## config.mk

```make
export PLATFORM = sky130hd
export DESIGN_NAME = eth_frame_gen
export DESIGN_NICKNAME = d
export VERILOG_FILES = /design/src/rtl/eth_frame_gen.sv
export SDC_FILE = /design/constraint.sdc
export NUM_CORES = 1
export LEC_CHECK = 0
export ABC_AREA = 1
export ABC_CLOCK_PERIOD_IN_PS = 3600
export CAP_MARGIN = 20
export CORE_UTILIZATION = 60
export CTS_CLUSTER_SIZE = 24
export DETAILED_ROUTE_END_ITERATION = 6
export GPL_ROUTABILITY_DRIVEN = 0
export HOLD_SLACK_MARGIN = 0.08
export PLACE_DENSITY = 0.81
export SLEW_MARGIN = 20
export SYNTH_ARGS = -nofsm -noshare
export SYNTH_HDL_FRONTEND = slang
export SYNTH_SLANG_ARGS = --single-unit
```

## constraint.sdc

```tcl
create_clock -name mac_tx_clk -period 3.6 [get_ports mac_tx_clk]
set_input_delay 1.08 -clock mac_tx_clk [delete_from_list [all_inputs] [get_ports mac_tx_clk]]
set_output_delay 1.08 -clock mac_tx_clk [all_outputs]
set_load 0.05 [all_outputs]
```

## src/rtl/eth_frame_gen.sv

```systemverilog
// Ethernet test-frame generator: emits preamble/SFD, header, patterned payload,
// zero pad and CRC32 FCS on the MAC transmit byte interface, honouring sink ready.
module eth_frame_gen #(
  parameter logic [47:0] DST_MAC   = 48'hFFFF_FFFF_FFFF,
  parameter logic [47:0] SRC_MAC   = 48'h0102_0304_0506,
  parameter logic [15:0] ETHERTYPE = 16'h0800,
  parameter int          PREAMBLE  = 1,
  parameter int          GAP       = 12,
  parameter int          LEN_W     = 11
) (
  input  logic             mac_tx_clk,
  input  logic             rst_n,
  input  logic             start_i,
  input  logic             stop_i,
  input  logic [15:0]      frame_count_i,
  input  logic [LEN_W-1:0] payload_len_i,
  input  logic [1:0]       pattern_i,
  input  logic             mac_tx_rdy_i,
  output logic [7:0]       mac_tx_data,
  output logic             mac_tx_valid,
  output logic             mac_tx_sof,
  output logic             mac_tx_eof,
  output logic             busy_o,
  output logic [31:0]      frames_sent_o
);

  typedef enum logic [2:0] {S_IDLE, S_PRE, S_HDR, S_PAY, S_PAD, S_FCS, S_GAP} state_t;

  localparam state_t       FIRST_STATE = (PREAMBLE != 0) ? S_PRE : S_HDR;
  localparam logic [111:0] HDR_WORD    = {DST_MAC, SRC_MAC, ETHERTYPE};
  localparam logic [31:0]  CRC_POLY    = 32'h04C1_1DB7;

  state_t       state, state_nx;
  logic [10:0]  cnt, cnt_nx;
  logic [31:0]  crc, crc_nx, fcs;
  logic [10:0]  run_len, len_clamped;
  logic [1:0]   run_pattern;
  logic [15:0]  run_count, run_sent;
  logic         stop_pend, xfer, last_frame, eof_xfer;
  logic [111:0] hdr_sh;
  logic [7:0]   data_nx;
  logic         valid_nx, sof_nx, eof_nx;

  // MSB-first CRC with data fed LSB first, the bit order of the serial line
  function automatic logic [31:0] crc_byte(input logic [31:0] c, input logic [7:0] d);
    logic [31:0] r;
    r = c;
    for (int i = 0; i < 8; i++) begin
      if (r[31] ^ d[i]) r = {r[30:0], 1'b0} ^ CRC_POLY;
      else              r = {r[30:0], 1'b0};
    end
    return r;
  endfunction

  assign len_clamped = (32'(payload_len_i) > 32'd1500) ? 11'd1500 : 11'(payload_len_i);
  assign xfer        = mac_tx_valid && mac_tx_rdy_i;
  assign last_frame  = (run_count != 16'd0) && (run_sent + 16'd1 == run_count);
  assign eof_xfer    = xfer && (state == S_FCS) && (cnt == 11'd3);

  always_ff @(posedge mac_tx_clk or negedge rst_n) begin
    if (!rst_n) begin
      state <= S_IDLE;
      cnt   <= '0;
    end else begin
      state <= state_nx;
      cnt   <= cnt_nx;
    end
  end

  always_comb begin
    state_nx = state;
    cnt_nx   = cnt;
    case (state)
      S_IDLE: if (start_i) begin
        state_nx = FIRST_STATE;
        cnt_nx   = '0;
      end
      S_PRE: if (xfer) begin
        if (cnt == 11'd7) begin state_nx = S_HDR; cnt_nx = '0; end
        else cnt_nx = cnt + 11'd1;
      end
      S_HDR: if (xfer) begin
        if (cnt == 11'd13) begin
          state_nx = (run_len == 11'd0) ? S_PAD : S_PAY;
          cnt_nx   = '0;
        end else cnt_nx = cnt + 11'd1;
      end
      S_PAY: if (xfer) begin
        if (cnt == run_len - 11'd1) begin
          state_nx = (run_len < 11'd46) ? S_PAD : S_FCS;
          cnt_nx   = '0;
        end else cnt_nx = cnt + 11'd1;
      end
      S_PAD: if (xfer) begin
        if (cnt == 11'd45 - run_len) begin state_nx = S_FCS; cnt_nx = '0; end
        else cnt_nx = cnt + 11'd1;
      end
      S_FCS: if (xfer) begin
        if (cnt == 11'd3) begin
          state_nx = (stop_i || last_frame) ? S_IDLE : S_GAP;
          cnt_nx   = '0;
        end else cnt_nx = cnt + 11'd1;
      end
      S_GAP: begin
        if (cnt == 11'(GAP - 1)) begin
          state_nx = (stop_pend || stop_i) ? S_IDLE : FIRST_STATE;
          cnt_nx   = '0;
        end else cnt_nx = cnt + 11'd1;
      end
      default: begin
        state_nx = S_IDLE;
        cnt_nx   = '0;
      end
    endcase
  end

  // CRC is seeded whenever a header is about to start and frozen while FCS goes out
  always_comb begin
    crc_nx = crc;
    case (state)
      S_HDR, S_PAY, S_PAD: if (xfer) crc_nx = crc_byte(crc, mac_tx_data);
      S_FCS:               crc_nx = crc;
      default:             crc_nx = '1;
    endcase
    for (int i = 0; i < 32; i++) fcs[i] = ~crc_nx[31 - i];
  end

  // Outputs are derived from the next byte position so they can be registered
  always_comb begin
    hdr_sh  = HDR_WORD << {cnt_nx[3:0], 3'b000};
    data_nx = 8'h00;
    case (state_nx)
      S_PRE: data_nx = (cnt_nx == 11'd7) ? 8'hD5 : 8'h55;
      S_HDR: data_nx = hdr_sh[111:104];
      S_PAY: begin
        case (run_pattern)
          2'd0:    data_nx = 8'h00;
          2'd1:    data_nx = cnt_nx[7:0];
          2'd2:    data_nx = run_sent[7:0];
          default: data_nx = 8'hA5;
        endcase
      end
      S_FCS:   data_nx = 8'(fcs >> {cnt_nx[1:0], 3'b000});
      default: data_nx = 8'h00;
    endcase
    valid_nx = (state_nx != S_IDLE) && (state_nx != S_GAP);
    sof_nx   = (state_nx == FIRST_STATE) && (cnt_nx == 11'd0);
    eof_nx   = (state_nx == S_FCS) && (cnt_nx == 11'd3);
  end

  always_ff @(posedge mac_tx_clk or negedge rst_n) begin
    if (!rst_n) begin
      crc           <= '1;
      run_len       <= '0;
      run_pattern   <= '0;
      run_count     <= '0;
      run_sent      <= '0;
      stop_pend     <= 1'b0;
      frames_sent_o <= '0;
      mac_tx_data   <= '0;
      mac_tx_valid  <= 1'b0;
      mac_tx_sof    <= 1'b0;
      mac_tx_eof    <= 1'b0;
      busy_o        <= 1'b0;
    end else begin
      crc          <= crc_nx;
      mac_tx_data  <= data_nx;
      mac_tx_valid <= valid_nx;
      mac_tx_sof   <= sof_nx;
      mac_tx_eof   <= eof_nx;
      busy_o       <= (state_nx != S_IDLE);
      if (state == S_IDLE && start_i) begin
        run_len     <= len_clamped;
        run_pattern <= pattern_i;
        run_count   <= frame_count_i;
        run_sent    <= '0;
      end
      if (eof_xfer) begin
        run_sent      <= run_sent + 16'd1;
        frames_sent_o <= frames_sent_o + 32'd1;
      end
      if (state == S_GAP) begin
        if (stop_i) stop_pend <= 1'b1;
      end else begin
        stop_pend <= 1'b0;
      end
    end
  end

endmodule

```

=== Yosys cells after proc, flatten, opt, wreduce, memory -nomap -nowiden ===
Index checks and enable logic that the tools add are counted.
W data, S select, Z words.

* Bits in registers: 136
* Bits of input ports: 34
* Output and inout port bits: 44
* Logic and storage cells: 174

* Add/subtract/negate cells: 5
* Magnitude comparators: 2
* Equal/unequal tests: 23
* Shift operators: 2
* Multiplexer cells: 62
* Bitwise operators: 48
* Reduce and logical (&&, ||, !) cells: 18

{| class="wikitable"
|+ Operators by type and width
! kind !! number
|-
| $mux W32 || 15
|-
| $mux W27 || 8
|-
| $mux W11 || 13
|-
| $not A14 Y14 || 8
|-
| $shl A112 B7 Y112 const A || 1
|-
| $pmux W11 S7 || 1
|-
| $pmux W32 S2 || 1
|-
| $mux W3 || 14
|-
| $add A32 B1 Y32 const B || 1
|-
| $mux W16 || 2
|-
| $not A1 Y1 || 32
|-
| $pmux W8 S4 || 1
|-
| $shr A32 B5 Y8 || 1
|-
| $pmux W8 S3 || 1
|-
| $eq A11 B11 Y1 || 2
|-
| $eq A11 B2 Y1 const B || 2
|-
| $eq A11 B3 Y1 const B || 2
|-
| $eq A11 B4 Y1 const B || 2
|-
| $logic_not A11 Y1 || 2
|-
| $pmux W3 S7 || 1
|-
| $add A16 B1 Y16 const B || 1
|-
| $eq A16 B16 Y1 || 1
|-
| $reduce_bool A16 Y1 || 1
|-
| $eq A3 B2 Y1 const B || 4
|-
| 21 further kinds || 43
|}

=== Logic depth before layout (Yosys ltp) ===
* Depth after elaboration: 35
* Depth in mapped cells: 23
* Mapped depth without buffers: 22

=== Worst setup path before layout ===
Ideal clock, no wire load.

* Kind: input port to flip-flop
* From: input port mac_tx_rdy_i
* To: register mac_tx_data[1]
* Library setup time: 0.069 ns
* Data arrival time: 3.043 ns
* Required time: 3.531 ns
* Path slack: 0.488 ns
* Stages: 15
* Buffers on the path: 2
* Path through: nand2_1 nor3_2 nand2_1 nand2_1 nand2_1 nor2_1 nand3_2 nand2_2 nand2_2 buf_6 buf_6 ha_1 o21ai_0 nand3_1 nand3_1

* Elaborated cells between the ends (all ways): 27
* Classes of those cells: eq/ne (4); shift (2); mux (16); bitwise (4); reduce/logical (1)

{| class="wikitable"
|+ RTL lines
! item !! line !! source
|-
| start: declaration || 18 || <nowiki>input logic mac_tx_rdy_i,</nowiki>
|-
| $logic_and A1 B1 Y1 * || 56 || <nowiki>assign xfer = mac_tx_valid && mac_tx_rdy_i;</nowiki>
|-
| $mux W11 (on tied branches) || n/a ||
|-
| $pmux W11 S7 * || 73 || <nowiki>case (state)</nowiki>
|-
| named net cnt_nx[0] || 34 || <nowiki>logic [10:0] cnt, cnt_nx;</nowiki>
|-
| $shl A112 B7 Y112 / $shr A32 B5 Y8 (equally long branches) || 130, 143 ||
|-
| $pmux W8 S4 * || 132 || <nowiki>case (state_nx)</nowiki>
|-
| named net data_nx[1] || 41 || <nowiki>logic [7:0] data_nx;</nowiki>
|-
| end signal: assignment || 167 || <nowiki>mac_tx_data <= data_nx;</nowiki>
|-
| end: declaration || 19 || <nowiki>output logic [7:0] mac_tx_data,</nowiki>
|}

Mark *: on every way through the listed nets, which the timed path passes. The rest lies on a longest branch.
A chain may end at the register's enable or synchronous reset.

=== Worst setup path after layout ===
* From: register run_len[1]
* To: register mac_tx_data[6]

* Word-level cells in the longest chain between the ends: 7
* Elaborated cells between the ends (all ways): 28
* Classes of those cells: add/sub (2); order compare (1); eq/ne (6); shift (2); mux (16); reduce/logical (1)

{| class="wikitable"
|+ Ends and longest elaborated chain
! item !! line !! source
|-
| start: declaration || 36 || <nowiki>logic [10:0] run_len, len_clamped;</nowiki>
|-
| start signal: assignment || 173 || <nowiki>run_len <= len_clamped;</nowiki>
|-
| $sub A6 B11 Y11 (tied with other cells) || 95 || <nowiki>if (cnt == 11'd45 - run_len) begin state_nx = S_FCS; cnt_nx = '0; end</nowiki>
|-
| $eq A11 B11 Y1 (tied with other cells) || 95 ||
|-
| $mux W11 (tied with other cells) || 95 ||
|-
| $mux W11 (tied with other cells) || 94 || <nowiki>S_PAD: if (xfer) begin</nowiki>
|-
| $pmux W11 S7 / $pmux W3 S7 (equally long branches) || 73 ||
|-
| $shl A112 B7 Y112 (tied with other cells) || 130 || <nowiki>hdr_sh = HDR_WORD << {cnt_nx[3:0], 3'b000};</nowiki>
|-
| $pmux W8 S4 * || 132 ||
|-
| named net data_nx[6] || 41 ||
|}

Marks and branches as above.

==> impl_metrics.yaml <==
worst_hold_path:
  hp-class: "flop to flop"
  hold_path_depth: 1
grt:
  grt_pass1_wl_um: 43800
  grt_pass1_vias: 8962
  antenna_found_initial: 0
  grt_max_degree: 54
  grt_usage_pct: 34.0
  globalRoute.totalOverflow: 0
timing:
  slew_viol_final: 0
  fin_crit_sh_pct: 88.8
  setup_tns_ps: 0
  finalClockSkew_ps: 6.39
  rsz0062_at_grt: "false"
  setup_viol: 0
  max_freq_mhz: 313
  worst_pin_slew_ps: 593
  hold_viol: 0
  maxSlewHeadroom_pct: 60.4
  min_period_ps: 3200
final_layout:
  final_cells: 1691
  nFillCells: 1251
  fin_nets: 1514
  synthToLayoutAreaGrowth_pct: 17.0
  antennaDiodeCount: 0
  seqCellArea_mm2: 0.00344
  final_area_mm2: 0.0112
  multi_input_area_mm2: 0.00531
  drive_above_1_share_pct: 9.26
yosys:
  synth_edf_count: 0
  avgSynthCellArea_um2: 6.94
  ys_ff_latch: 136
  synth.cell_area_mm2: 0.00957
  yosys_warnings: 0
  ys_types: 45
  synth_top_cell_by_area: "dfrtp_1"
  ys.flop_type: "dfrtp_1"
  syn_nets: 1426
  ys_seq_area_share_pct: 36.0
  yosys-top-cells-area: "dfrtp_1 (27%), nand2_1 (15%), dfstp_2 (8.8%)"
  async_reset_ff_share_pct: 100
  synthCells: 1379
  yosys.area.top_type_share_pct: 27.2
pwr:
  p_comb_share_pct: 45.7
  vdd_drop_max_uv: 434
  clkPwrFrac_pct: 23.0
  pwr_density_cell_mw_per_mm2: 613
  design_power_total_mw: 6.86
  internal_power_mw: 3.90
  power.leakage_nw: 5.55
  switching_share_pct: 43.2
  p_switching_mw: 2.96
  p_seq_share_pct: 31.3
floorplan:
  start_util_pct: 62.3
  fp-row-count: 45
  core_mm2: 0.0154
  io_pins: 78
  dieArea_mm2: 0.0165
  die_w_um: 128
  dieHeight_um: 128
clock_network:
  clock_latency_ps: 430
  cts_tree: "yes"
  cts_buffers: 17
  cts-root-buf: "clkbuf_16"
  hold_buffers: 0
  cts.sinks: 136
  htreeDepth: 4
  clkTransAtPathRegs_ps: 60
  cts_setup_buffers: 0
  clockBufferDepth: 2
  post_cts_resized: 0
detailed_routing:
  drt_pass1_iterations: 7
  drt_wl_total_um: 26400
  drtIter0Drc: 873
  ant_nets: 0
  vias_per_cell: 5.69
  vias: 9614
  drc: 5
  wl_per_cell_um: 15.6
critical_path:
  cp.required_ps: 3910
  slowest_delay_ps: 440
  rr_worst_depth: 20
  crit_slowest_cell: "dfrtp_1"
  crit_path_frequent_cell: "nand2_1"
  worstSetupEndpointType: "flop"
  path_cells: "inv_1, ha_1, nand3_1, nor2_1, nor2_1, nor2_1, nand3_1, nor2_1, nand2_1, nand2_1, nand3_2, nand2_2, nand2_2, inv_2, buf_4, nand2_1, nand3_1, nand2_1, nand2_1, nand3_1"
  cp-start-kind: "flop"
  arrival_ps: 3510
  crit_path_max_fanout: 12
  critPathKind: "flop to flop"
place:
  io_buffers: 77
  placedCellCount: 1659
  hpwl_um: 19400
  placed_cell_area_mm2: 0.0107
status:
  failed_checks: "design-rule violations"
  status: "finished with violations"
flow_run:
  maxCapViolations: 0
## layer usage
layer,vias to the layer above,GRT usage [%],part of all wire [%]
met5,-,0,0
met4,0,13.2,2.3
li1,4655,-,-
met2,470,52.5,46
met3,63,6.26,8.8
met1,4426,47.3,43
## kinds of logic (layout without fill, tap and decap cells)
group	after synthesis	count (layout)	synth area share, %
adders and majority gates	13	13	1.70
and+or+nand+nor	722	722	33.0
AOI/OAI and AO/OA	201	201	11.6
DFF	136	136	36.0
xor gates and xnor gates	100	100	9.15
buffers and inverters	207	308	8.52
## path summary, 6_finish.rpt
check,slack [ps],startpoint,to
max in group asynchronous,2300,rst_n,run_sent[11]$_DFFE_PN0P_
min in group asynchronous,580,rst_n,frames_sent_o[13]$_DFFE_PN0P_
setup / recovery,400,run_len[1]$_DFFE_PN0P_,mac_tx_data[6]$_DFF_PN0_
setup reg to reg,400,run_len[1]$_DFFE_PN0P_,mac_tx_data[6]$_DFF_PN0_
hold / removal,490,frames_sent_o[12]$_DFFE_PN0P_,frames_sent_o[12]$_DFFE_PN0P_
hold reg to reg,490,frames_sent_o[12]$_DFFE_PN0P_,frames_sent_o[12]$_DFFE_PN0P_
## cells in the final DEF, fill, tap and decap left out, types with 8 or more instances in the layout
cell / instances
a21oi_1: 46
buf_4: 23
clkbuf_16: 17
clkdlybuf4s50_1: 76
dfrtp_1: 104
dfstp_2: 32
ha_1: 13
inv_1: 162
inv_2: 8
nand2_1: 394
nand3_1: 121
nand4_1: 33
nor2_1: 114
nor2_2: 10
nor3_1: 12
o211ai_1: 14
o21ai_0: 106
o22ai_1: 17
xnor2_1: 23
xor2_1: 77
## sequential cells by signal, summed over array words and instances (netlist names)
| register | flops |
|---|---|
| mac_tx_valid | 1 |
| run_count | 16 |
| busy_o | 1 |
| frames_sent_o | 32 |
| crc | 32 |
| mac_tx_data | 8 |
| run_len | 11 |
| mac_tx_sof | 1 |
| mac_tx_eof | 1 |
| run_pattern | 2 |
| stop_pend | 1 |
| cnt | 11 |
| state | 3 |
| run_sent | 16 |
## synthesized netlist by cell type (3+ instances only)
cell,number
nand2_1,394
inv_1,162
nand3_1,121
nor2_1,114
o21ai_0,106
dfrtp_1,104
xor2_1,77
a21oi_1,46
nand4_1,33
dfstp_2,32
xnor2_1,23
clkbuf_1,22
o22ai_1,17
o211ai_1,14
ha_1,13
nor3_1,12
nor2_2,10
inv_2,8
nand3b_1,6
nor3_2,6
buf_2,5
nand3_2,5
or2_2,5
nand2_2,4
nor4_1,4
o21ai_1,4
a21oi_2,3
buf_6,3
o221ai_1,3
## through the flow
stage | setup slack [ps] | hold WS (ps) | utilization (%)
floorplan | 488 | 465 | -
global placement | 123 | 489 | 69.5
detailed placement | 76.3 | 491 | 69.5
CTS | 493 | 503 | 72.9
global route | 109 | 523 | 72.9
finish | 402 | 495 | 72.9
## layout make-up
class                      count  area share, %
timing repair buffer         103           8.97
tap                          211           2.36
inverter                     173           5.82
multi-input combinational   1036           47.4
clock buffer                  19           3.95
clock inverter                13          0.737
sequential                   136           30.7
## power by group through the flow
stage | sequential [mW] | combinational, mW | clock (mW)
after floorplan | 2.08 | 2.34 | 0
after global placement | 2.15 | 2.95 | 0
after detailed placement | 2.16 | 3.04 | 0
after CTS | 2.14 | 3.07 | 1.59
after global routing | 2.18 | 3.47 | 1.65
final | 2.15 | 3.13 | 1.58
## worst max-delay path: cells and delay by family (launching register included)
kind                     cells  cell delay (ps)
adder cells (fa/ha/maj)      1              260
flip-flops                   1              440
AND/OR/NAND/NOR             16             1890
buffers and inverters        3              480
No activity file was read; power rests on OpenSTA's default activity.
